[config.mk]
export PLATFORM = sky130hd
export DESIGN_NAME = reg_bus_initiator_flat
export DESIGN_NICKNAME = d
export VERILOG_FILES = /design/src/rtl/reg_bus_initiator_pkg.sv /design/src/rtl/reg_bus.sv /design/src/rtl/reg_bus_initiator_fifo.sv /design/src/rtl/reg_bus_initiator.sv /design/src/flat_wrapper.sv
export SDC_FILE = /design/constraint.sdc
export NUM_CORES = 1
export LEC_CHECK = 0
export CAP_MARGIN = 20
export CORE_MARGIN = 3
export CORE_UTILIZATION = 45
export DETAILED_ROUTE_END_ITERATION = 12
export HOLD_SLACK_MARGIN = 0.15
export PLACE_DENSITY_LB_ADDON = 0.12
export SLEW_MARGIN = 10
export SYNTH_ARGS = -nofsm -noshare
export SYNTH_HDL_FRONTEND = slang
export SYNTH_SLANG_ARGS = --single-unit
[constraint.sdc]
create_clock -name clk_i -period 2.7 [get_ports clk_i]
set_input_delay 0.675 -clock clk_i [delete_from_list [all_inputs] [get_ports clk_i]]
set_output_delay 0.675 -clock clk_i [all_outputs]
set_load 0.005 [all_outputs]
[src/rtl/reg_bus_initiator_pkg.sv]
// Shared types for the REG_BUS initiator: FSM state encoding and the default command record.
package reg_bus_initiator_pkg;

  localparam int unsigned DefaultAddrWidth = 32;
  localparam int unsigned DefaultDataWidth = 32;

  typedef enum logic [1:0] {
    IDLE,
    REQ,
    RSP
  } state_e;

  // Default-width command; the top builds a width-matched copy from its own parameters.
  typedef struct packed {
    logic                            write;
    logic [DefaultAddrWidth-1:0]     addr;
    logic [DefaultDataWidth-1:0]     wdata;
    logic [DefaultDataWidth/8-1:0]   wstrb;
  } cmd_t;

endpackage

[src/rtl/reg_bus.sv]
// REG_BUS interface: initiator drives addr/write/wdata/wstrb/valid, target returns rdata/error/ready.
interface REG_BUS #(
  parameter int unsigned ADDR_WIDTH = 32,
  parameter int unsigned DATA_WIDTH = 32
) ();

  logic [ADDR_WIDTH-1:0]   addr;
  logic                    write;
  logic [DATA_WIDTH-1:0]   rdata;
  logic [DATA_WIDTH-1:0]   wdata;
  logic [DATA_WIDTH/8-1:0] wstrb;
  logic                    error;
  logic                    valid;
  logic                    ready;

  modport out (
    output addr, write, wdata, wstrb, valid,
    input  rdata, error, ready
  );

  modport in (
    input  addr, write, wdata, wstrb, valid,
    output rdata, error, ready
  );

endinterface

[src/rtl/reg_bus_initiator_fifo.sv]
// Synchronous command FIFO; rst_i flushes it. Pushes when full and pops when empty are ignored.
module reg_bus_initiator_fifo
  import reg_bus_initiator_pkg::*;
#(
  parameter type         entry_t    = cmd_t,
  parameter int unsigned FIFO_DEPTH = 4,
  localparam int unsigned PtrWidth  = $clog2(FIFO_DEPTH),
  localparam int unsigned CntWidth  = PtrWidth + 1
) (
  input  logic                clk_i,
  input  logic                rst_i,
  input  logic                push,
  input  entry_t              push_data,
  input  logic                pop,
  output entry_t              pop_data,
  output logic                full,
  output logic                empty,
  output logic [CntWidth-1:0] count
);

  entry_t              mem_q [FIFO_DEPTH];
  logic [PtrWidth-1:0] wr_ptr_q, rd_ptr_q;
  logic [CntWidth-1:0] count_q, count_d;
  logic                push_en, pop_en;

  assign full     = (count_q == CntWidth'(FIFO_DEPTH));
  assign empty    = (count_q == '0);
  assign count    = count_q;
  assign pop_data = mem_q[rd_ptr_q];
  assign push_en  = push & ~full;
  assign pop_en   = pop & ~empty;

  always_comb begin
    count_d = count_q;
    if (push_en && !pop_en) begin
      count_d = count_q + 1'b1;
    end else if (!push_en && pop_en) begin
      count_d = count_q - 1'b1;
    end
  end

  // Pointers wrap naturally because the depth is a power of two.
  always_ff @(posedge clk_i) begin
    if (rst_i) begin
      wr_ptr_q <= '0;
      rd_ptr_q <= '0;
      count_q  <= '0;
    end else begin
      if (push_en) wr_ptr_q <= wr_ptr_q + 1'b1;
      if (pop_en)  rd_ptr_q <= rd_ptr_q + 1'b1;
      count_q <= count_d;
    end
  end

  always_ff @(posedge clk_i) begin
    if (push_en) mem_q[wr_ptr_q] <= push_data;
  end

endmodule

[src/rtl/reg_bus_initiator.sv]
// Queued-command REG_BUS initiator, one outstanding transaction at a time.
// Optional REQ-state timeout is built when REG_BUS_INITIATOR_TIMEOUT_EN is defined.
module reg_bus_initiator
  import reg_bus_initiator_pkg::*;
#(
  parameter int unsigned ADDR_WIDTH     = 32,
  parameter int unsigned DATA_WIDTH     = 32,
  parameter int unsigned FIFO_DEPTH     = 4,
  parameter int unsigned TIMEOUT_CYCLES = 256
) (
  input  logic                    clk_i,
  input  logic                    rst_i,
  input  logic                    cmd_valid_i,
  output logic                    cmd_ready_o,
  input  logic                    cmd_write_i,
  input  logic [ADDR_WIDTH-1:0]   cmd_addr_i,
  input  logic [DATA_WIDTH-1:0]   cmd_wdata_i,
  input  logic [DATA_WIDTH/8-1:0] cmd_wstrb_i,
  output logic                    rsp_valid_o,
  input  logic                    rsp_ready_i,
  output logic [DATA_WIDTH-1:0]   rsp_rdata_o,
  output logic                    rsp_error_o,
  output logic                    rsp_timeout_o,
  output logic                    busy_o,
  REG_BUS.out                     external_bus_io
);

  localparam int unsigned CntWidth = $clog2(FIFO_DEPTH) + 1;

  typedef struct packed {
    logic                    write;
    logic [ADDR_WIDTH-1:0]   addr;
    logic [DATA_WIDTH-1:0]   wdata;
    logic [DATA_WIDTH/8-1:0] wstrb;
  } cmd_bus_t;

  state_e                state_q, state_d;
  cmd_bus_t              cmd_q, cmd_d;
  logic [DATA_WIDTH-1:0] rdata_q, rdata_d;
  logic                  error_q, error_d;
  cmd_bus_t              fifo_push_data, fifo_head;
  logic                  fifo_full, fifo_empty, fifo_pop;
  logic [CntWidth-1:0]   fifo_count;
  logic                  timed_out;

  assign fifo_push_data = '{write: cmd_write_i, addr: cmd_addr_i,
                            wdata: cmd_wdata_i, wstrb: cmd_wstrb_i};

  reg_bus_initiator_fifo #(
    .entry_t   (cmd_bus_t),
    .FIFO_DEPTH(FIFO_DEPTH)
  ) u_fifo (
    .clk_i    (clk_i),
    .rst_i    (rst_i),
    .push     (cmd_valid_i & cmd_ready_o),
    .push_data(fifo_push_data),
    .pop      (fifo_pop),
    .pop_data (fifo_head),
    .full     (fifo_full),
    .empty    (fifo_empty),
    .count    (fifo_count)
  );

  assign cmd_ready_o = ~fifo_full;
  assign busy_o      = (fifo_count != '0) || (state_q != IDLE);

  always_comb begin
    state_d  = state_q;
    cmd_d    = cmd_q;
    rdata_d  = rdata_q;
    error_d  = error_q;
    fifo_pop = 1'b0;
    unique case (state_q)
      IDLE: begin
        if (!fifo_empty) begin
          fifo_pop = 1'b1;
          cmd_d    = fifo_head;
          state_d  = REQ;
        end
      end
      REQ: begin
        // A ready in the expiry cycle takes precedence over the timeout.
        if (external_bus_io.ready) begin
          error_d = external_bus_io.error;
          rdata_d = cmd_q.write ? '0 : external_bus_io.rdata;
          state_d = RSP;
        end else if (timed_out) begin
          error_d = 1'b1;
          rdata_d = '0;
          state_d = RSP;
        end
      end
      RSP: begin
        if (rsp_ready_i) state_d = IDLE;
      end
      default: state_d = IDLE;
    endcase
  end

  always_ff @(posedge clk_i) begin
    if (rst_i) begin
      state_q <= IDLE;
      cmd_q   <= '0;
      rdata_q <= '0;
      error_q <= 1'b0;
    end else begin
      state_q <= state_d;
      cmd_q   <= cmd_d;
      rdata_q <= rdata_d;
      error_q <= error_d;
    end
  end

`ifdef REG_BUS_INITIATOR_TIMEOUT_EN
  localparam int unsigned TimerWidth = $clog2(TIMEOUT_CYCLES);

  logic [TimerWidth-1:0] timer_q;
  logic                  timeout_q;
  logic                  req_waiting;

  assign req_waiting = (state_q == REQ) && !external_bus_io.ready;
  assign timed_out   = req_waiting && (timer_q == TimerWidth'(TIMEOUT_CYCLES - 1));

  // Timer idles at zero outside REQ, so every REQ entry starts from a cleared count.
  always_ff @(posedge clk_i) begin
    if (rst_i) begin
      timer_q   <= '0;
      timeout_q <= 1'b0;
    end else begin
      timer_q <= req_waiting ? timer_q + 1'b1 : '0;
      if (state_q == REQ && (external_bus_io.ready || timed_out)) begin
        timeout_q <= ~external_bus_io.ready;
      end
    end
  end

  assign rsp_timeout_o = (state_q == RSP) & timeout_q;
`else
  assign timed_out     = 1'b0;
  assign rsp_timeout_o = 1'b0;
`endif

  assign rsp_valid_o = (state_q == RSP);
  assign rsp_rdata_o = rsp_valid_o ? rdata_q : '0;
  assign rsp_error_o = rsp_valid_o & error_q;

  always_comb begin
    external_bus_io.valid = 1'b0;
    external_bus_io.write = 1'b0;
    external_bus_io.addr  = '0;
    external_bus_io.wdata = '0;
    external_bus_io.wstrb = '0;
    if (state_q == REQ) begin
      external_bus_io.valid = 1'b1;
      external_bus_io.write = cmd_q.write;
      external_bus_io.addr  = cmd_q.addr;
      external_bus_io.wdata = cmd_q.wdata;
      external_bus_io.wstrb = cmd_q.wstrb;
    end
  end

endmodule

[src/flat_wrapper.sv]
// flat-port wrapper written by rule: the top's interface ports become plain ports
module reg_bus_initiator_flat import reg_bus_initiator_pkg::*;
#(
  parameter int unsigned ADDR_WIDTH     = 32,
  parameter int unsigned DATA_WIDTH     = 32,
  parameter int unsigned FIFO_DEPTH     = 4,
  parameter int unsigned TIMEOUT_CYCLES = 256
)
  (clk_i, rst_i, cmd_valid_i, cmd_ready_o, cmd_write_i, cmd_addr_i, cmd_wdata_i, cmd_wstrb_i, rsp_valid_o, rsp_ready_i, rsp_rdata_o, rsp_error_o, rsp_timeout_o, busy_o, external_bus_io_addr, external_bus_io_write, external_bus_io_wdata, external_bus_io_wstrb, external_bus_io_valid, external_bus_io_rdata, external_bus_io_error, external_bus_io_ready);
  REG_BUS #(.ADDR_WIDTH(ADDR_WIDTH), .DATA_WIDTH(DATA_WIDTH)) external_bus_io_i ();
  input  logic clk_i;
  input  logic rst_i;
  input  logic cmd_valid_i;
  output logic cmd_ready_o;
  input  logic cmd_write_i;
  input  logic [ADDR_WIDTH-1:0] cmd_addr_i;
  input  logic [DATA_WIDTH-1:0] cmd_wdata_i;
  input  logic [DATA_WIDTH/8-1:0] cmd_wstrb_i;
  output logic rsp_valid_o;
  input  logic rsp_ready_i;
  output logic [DATA_WIDTH-1:0] rsp_rdata_o;
  output logic rsp_error_o;
  output logic rsp_timeout_o;
  output logic busy_o;
  output wire logic [$bits(external_bus_io_i.addr)-1:0] external_bus_io_addr;
  output wire logic [$bits(external_bus_io_i.write)-1:0] external_bus_io_write;
  output wire logic [$bits(external_bus_io_i.wdata)-1:0] external_bus_io_wdata;
  output wire logic [$bits(external_bus_io_i.wstrb)-1:0] external_bus_io_wstrb;
  output wire logic [$bits(external_bus_io_i.valid)-1:0] external_bus_io_valid;
  input wire logic [$bits(external_bus_io_i.rdata)-1:0] external_bus_io_rdata;
  input wire logic [$bits(external_bus_io_i.error)-1:0] external_bus_io_error;
  input wire logic [$bits(external_bus_io_i.ready)-1:0] external_bus_io_ready;
  assign external_bus_io_addr = external_bus_io_i.addr;
  assign external_bus_io_write = external_bus_io_i.write;
  assign external_bus_io_wdata = external_bus_io_i.wdata;
  assign external_bus_io_wstrb = external_bus_io_i.wstrb;
  assign external_bus_io_valid = external_bus_io_i.valid;
  assign external_bus_io_i.rdata = external_bus_io_rdata;
  assign external_bus_io_i.error = external_bus_io_error;
  assign external_bus_io_i.ready = external_bus_io_ready;
  reg_bus_initiator #(.ADDR_WIDTH(ADDR_WIDTH), .DATA_WIDTH(DATA_WIDTH), .FIFO_DEPTH(FIFO_DEPTH), .TIMEOUT_CYCLES(TIMEOUT_CYCLES)) u_core (.clk_i(clk_i), .rst_i(rst_i), .cmd_valid_i(cmd_valid_i), .cmd_ready_o(cmd_ready_o), .cmd_write_i(cmd_write_i), .cmd_addr_i(cmd_addr_i), .cmd_wdata_i(cmd_wdata_i), .cmd_wstrb_i(cmd_wstrb_i), .rsp_valid_o(rsp_valid_o), .rsp_ready_i(rsp_ready_i), .rsp_rdata_o(rsp_rdata_o), .rsp_error_o(rsp_error_o), .rsp_timeout_o(rsp_timeout_o), .busy_o(busy_o), .external_bus_io(external_bus_io_i));
endmodule
==> impl_metrics.toml <==
[critical_path]
worst-path-buf-inv = 3
critical_path_class = "flop to primary output"
cp_top_family = "buffers and inverters"
arrival_ns = 1.96
crit_slowest_cell = "clkdlybuf4s50_1"
crit_required_ns = 2.03
cp_max_fo = 7
max_stage_delay_ns = 0.49
worstPathCellList = "nor2b_4, buf_12, buf_16, and2_1, clkdlybuf4s50_1"
timing.rr.start = "u_core.u_fifo.count[0]$_SDFFE_PP0P_"
worstSetupStartpointType = "flop"
setup.worst_path.start = "u_core.state_q[0]$_SDFFE_PP0P_"
worstSetupEndpointType = "primary output"

[timing]
setup_violations = 0
fin_tns_setup_ns = 0
worstMarginPinSlew_ns = 0.5661
final-hold-violation-count = 0
finClkSkew_ns = 0.02262
slew_headroom_pct = 62.26
max_freq_mhz = 379.5
hold_ws_ns = 0.4442
fin_ws_ns = 0.06478
rsz0062_at_grt = "false"
finalCriticalPeriod_ns = 2.635
period_share_pct = 97.60
finalMaxSlewViolations = 0

[yosys]
ys_seq_area_share_pct = 72.57
async_flop_share_pct = 0
syn_area_per_cell_um2 = 17.28
yosysUniqueCellTypes = 34
synth-seq-cells = 387
synth_edf_count = 276
syn_area_mm2 = 0.01448
synthFlopType = "edfxtp_1"
synthCells = 838
syn-num-nets = 951
synth_warnings = 0

[die]
die_area_mm2 = 0.03437
io_pins = 214
initial_utilization_pct = 45.78
core_area_mm2 = 0.03164
fp.dieH_um = 185.4
die_w_um = 185.4
rows = 65

[grt]
track_usage_pct = 17.79
grt_overflow_total = 0
antenna_found_initial = 5
grt_pass1_wl_um = 47230
grt_pass1_vias = 8247
grt_max_degree = 59

[finish]
diodes = 0
final_common_cell = "edfxtp_1"
fin_util_pct = 59.38
area_growth_pct = 29.71
instances_no_fill = 1506
fillers = 2395
mostFrequentLayoutCells = "edfxtp_1, clkdlybuf4s50_1, dfxtp_1"
regArea_mm2 = 0.01053
multiInputGateArea_mm2 = 0.003744
nNetsFinal = 1185
drive_above_1_share_pct = 16.39
final_area_mm2 = 0.01879

[power]
netSwitchingFraction_pct = 26.33
power.density_mw_per_mm2 = 923.6
p_switching_mw = 4.568
combPwrFrac_pct = 24.3
power_frac_clock_pct = 30.6
seq_power_share_pct = 45.1
p_leak_nw = 6.894
p_int_mw = 12.78
power.total_mw = 17.35
ir_drop_mv = 0.5904

[clock_network]
cts_tree = "built"
cts_htree_levels = 2
clk_pin_slew_ns = 0.06
clkLatencyLatePin_ns = 0.52
cts-root-buf = "clkbuf_16"
clock_path_buffers = 3
cts_made_buffers = 41
cts_sinks = 387

[routing]
vias = 8009
ant_nets = 0
drt-vias-per-instance = 5.318
drtPass1Iterations = 4
remaining_drc_errors = 0
post_drt_wl_per_cell_um = 20.63
drt_iter0_markers = 426
wirelength_um = 31060

[place]
placed_cell_area_mm2 = 0.01727
dp_slack_ns = 0.01217
port_buffers = 212
place_hpwl_um = 17540
placedCellCount = 1420
gp_congestion = 0.7058

[flow_run]
cap_violations = 0

[min_path]
hold_start = "u_core.rdata_q[10]$_SDFFE_PP0P_"
hold_path_class = "flop to flop"

[outcome]
status = "finished clean"
-- final timing paths --
kind                                                             to  slack, ns  depth (start not counted)
worst min register to register      u_core.rdata_q[10]$_SDFFE_PP0P_       0.44                          2
worst min-delay path                u_core.rdata_q[10]$_SDFFE_PP0P_       0.44                          2
worst max-delay path                       external_bus_io_wdata[0]       0.06                          5
worst max register to register  u_core.u_fifo.count[2]$_SDFFE_PP0P_       0.45                          8
-- state kept, by name (all words and copies together), names as in the netlist --
register / count
u_core.u_fifo.count: 3
u_core.state_q: 2
u_core.u_fifo.wr_ptr_q: 2
u_core.error_q: 1
u_core.cmd_q: 69
u_core.u_fifo.mem_q: 276
u_core.u_fifo.rd_ptr_q: 2
u_core.rdata_q: 32
-- worst register-to-register path: cells and delay by family, from the launching register on --
family	cells	cell delay [ns]
buffers and inverters	1	0.06
AO/OA/AOI/OAI	1	0.14
XOR/XNOR	1	0.17
flip-flops	1	0.38
adder cells (fa/ha/maj)	2	0.56
AND/OR/NAND/NOR	3	0.88
-- logic make-up (layout without fill, tap and decap cells) --
family	after synthesis	after routing	share of synthesized area, %
AOI/OAI and AO/OA	113	113	5.788
xor gates and xnor gates	2	2	0.1210
adders and majority gates	6	6	0.5702
buffers and inverters	63	329	1.892
DFF	387	387	72.57
muxes	71	71	10.88
other	1	1	0.02589
and+or+nand+nor	195	195	8.155
-- final cells by class --
cell class / count / share of cell area [%]
Sequential cell: 387 / 56.03
Clock buffer: 58 / 6.148
Tap cell: 402 / 2.678
Clock inverter: 17 / 0.7460
Timing Repair Buffer: 249 / 14.37
Multi-Input combinational cell: 388 / 19.93
Inverter: 5 / 0.09991
-- metal layers --
metal	GRT usage (%)	wire length, µm
met1	24.59	13760
met2	29.53	14990
met3	3.653	1815
met4	3.872	447
met5	0	41
-- synth_stat cells (2+ instances only) --
library cell,instances,area share (%)
nand2b_1,2,0.086
and2_1,102,4.4
and3_1,4,0.17
nand2_1,36,0.93
buf_4,2,0.10
nor2_1,4,0.10
mux4_2,69,11
inv_1,5,0.13
nor2b_1,3,0.13
a22o_1,69,4.2
a21oi_1,39,1.3
edfxtp_1,276,57
buf_2,18,0.62
o21ai_0,3,0.10
xor2_1,2,0.12
ha_1,5,0.43
nand3b_1,34,1.8
dfxtp_1,111,15
clkbuf_1,37,0.96
nand3_1,3,0.10
-- timing repair --
item	CTS	global route
hold endpoints to repair	0	0
resized for setup	37	27
hold buffers	0	0
setup endpoints to repair	103	36
cloned	3	1
setup buffers	6	2
-- power by group through the flow --
stage / Combinational (mW) / Clock, mW / Sequential [mW]
finish: 4.21 / 5.31 / 7.83
global route: 4.60 / 5.73 / 7.93
CTS: 4.25 / 5.47 / 7.84
detailed placement: 4.06 / 0 / 7.96
global placement: 4.03 / 0 / 7.94
floorplan: 2.78 / 0 / 7.64
(Power assumes the default switching activity.)
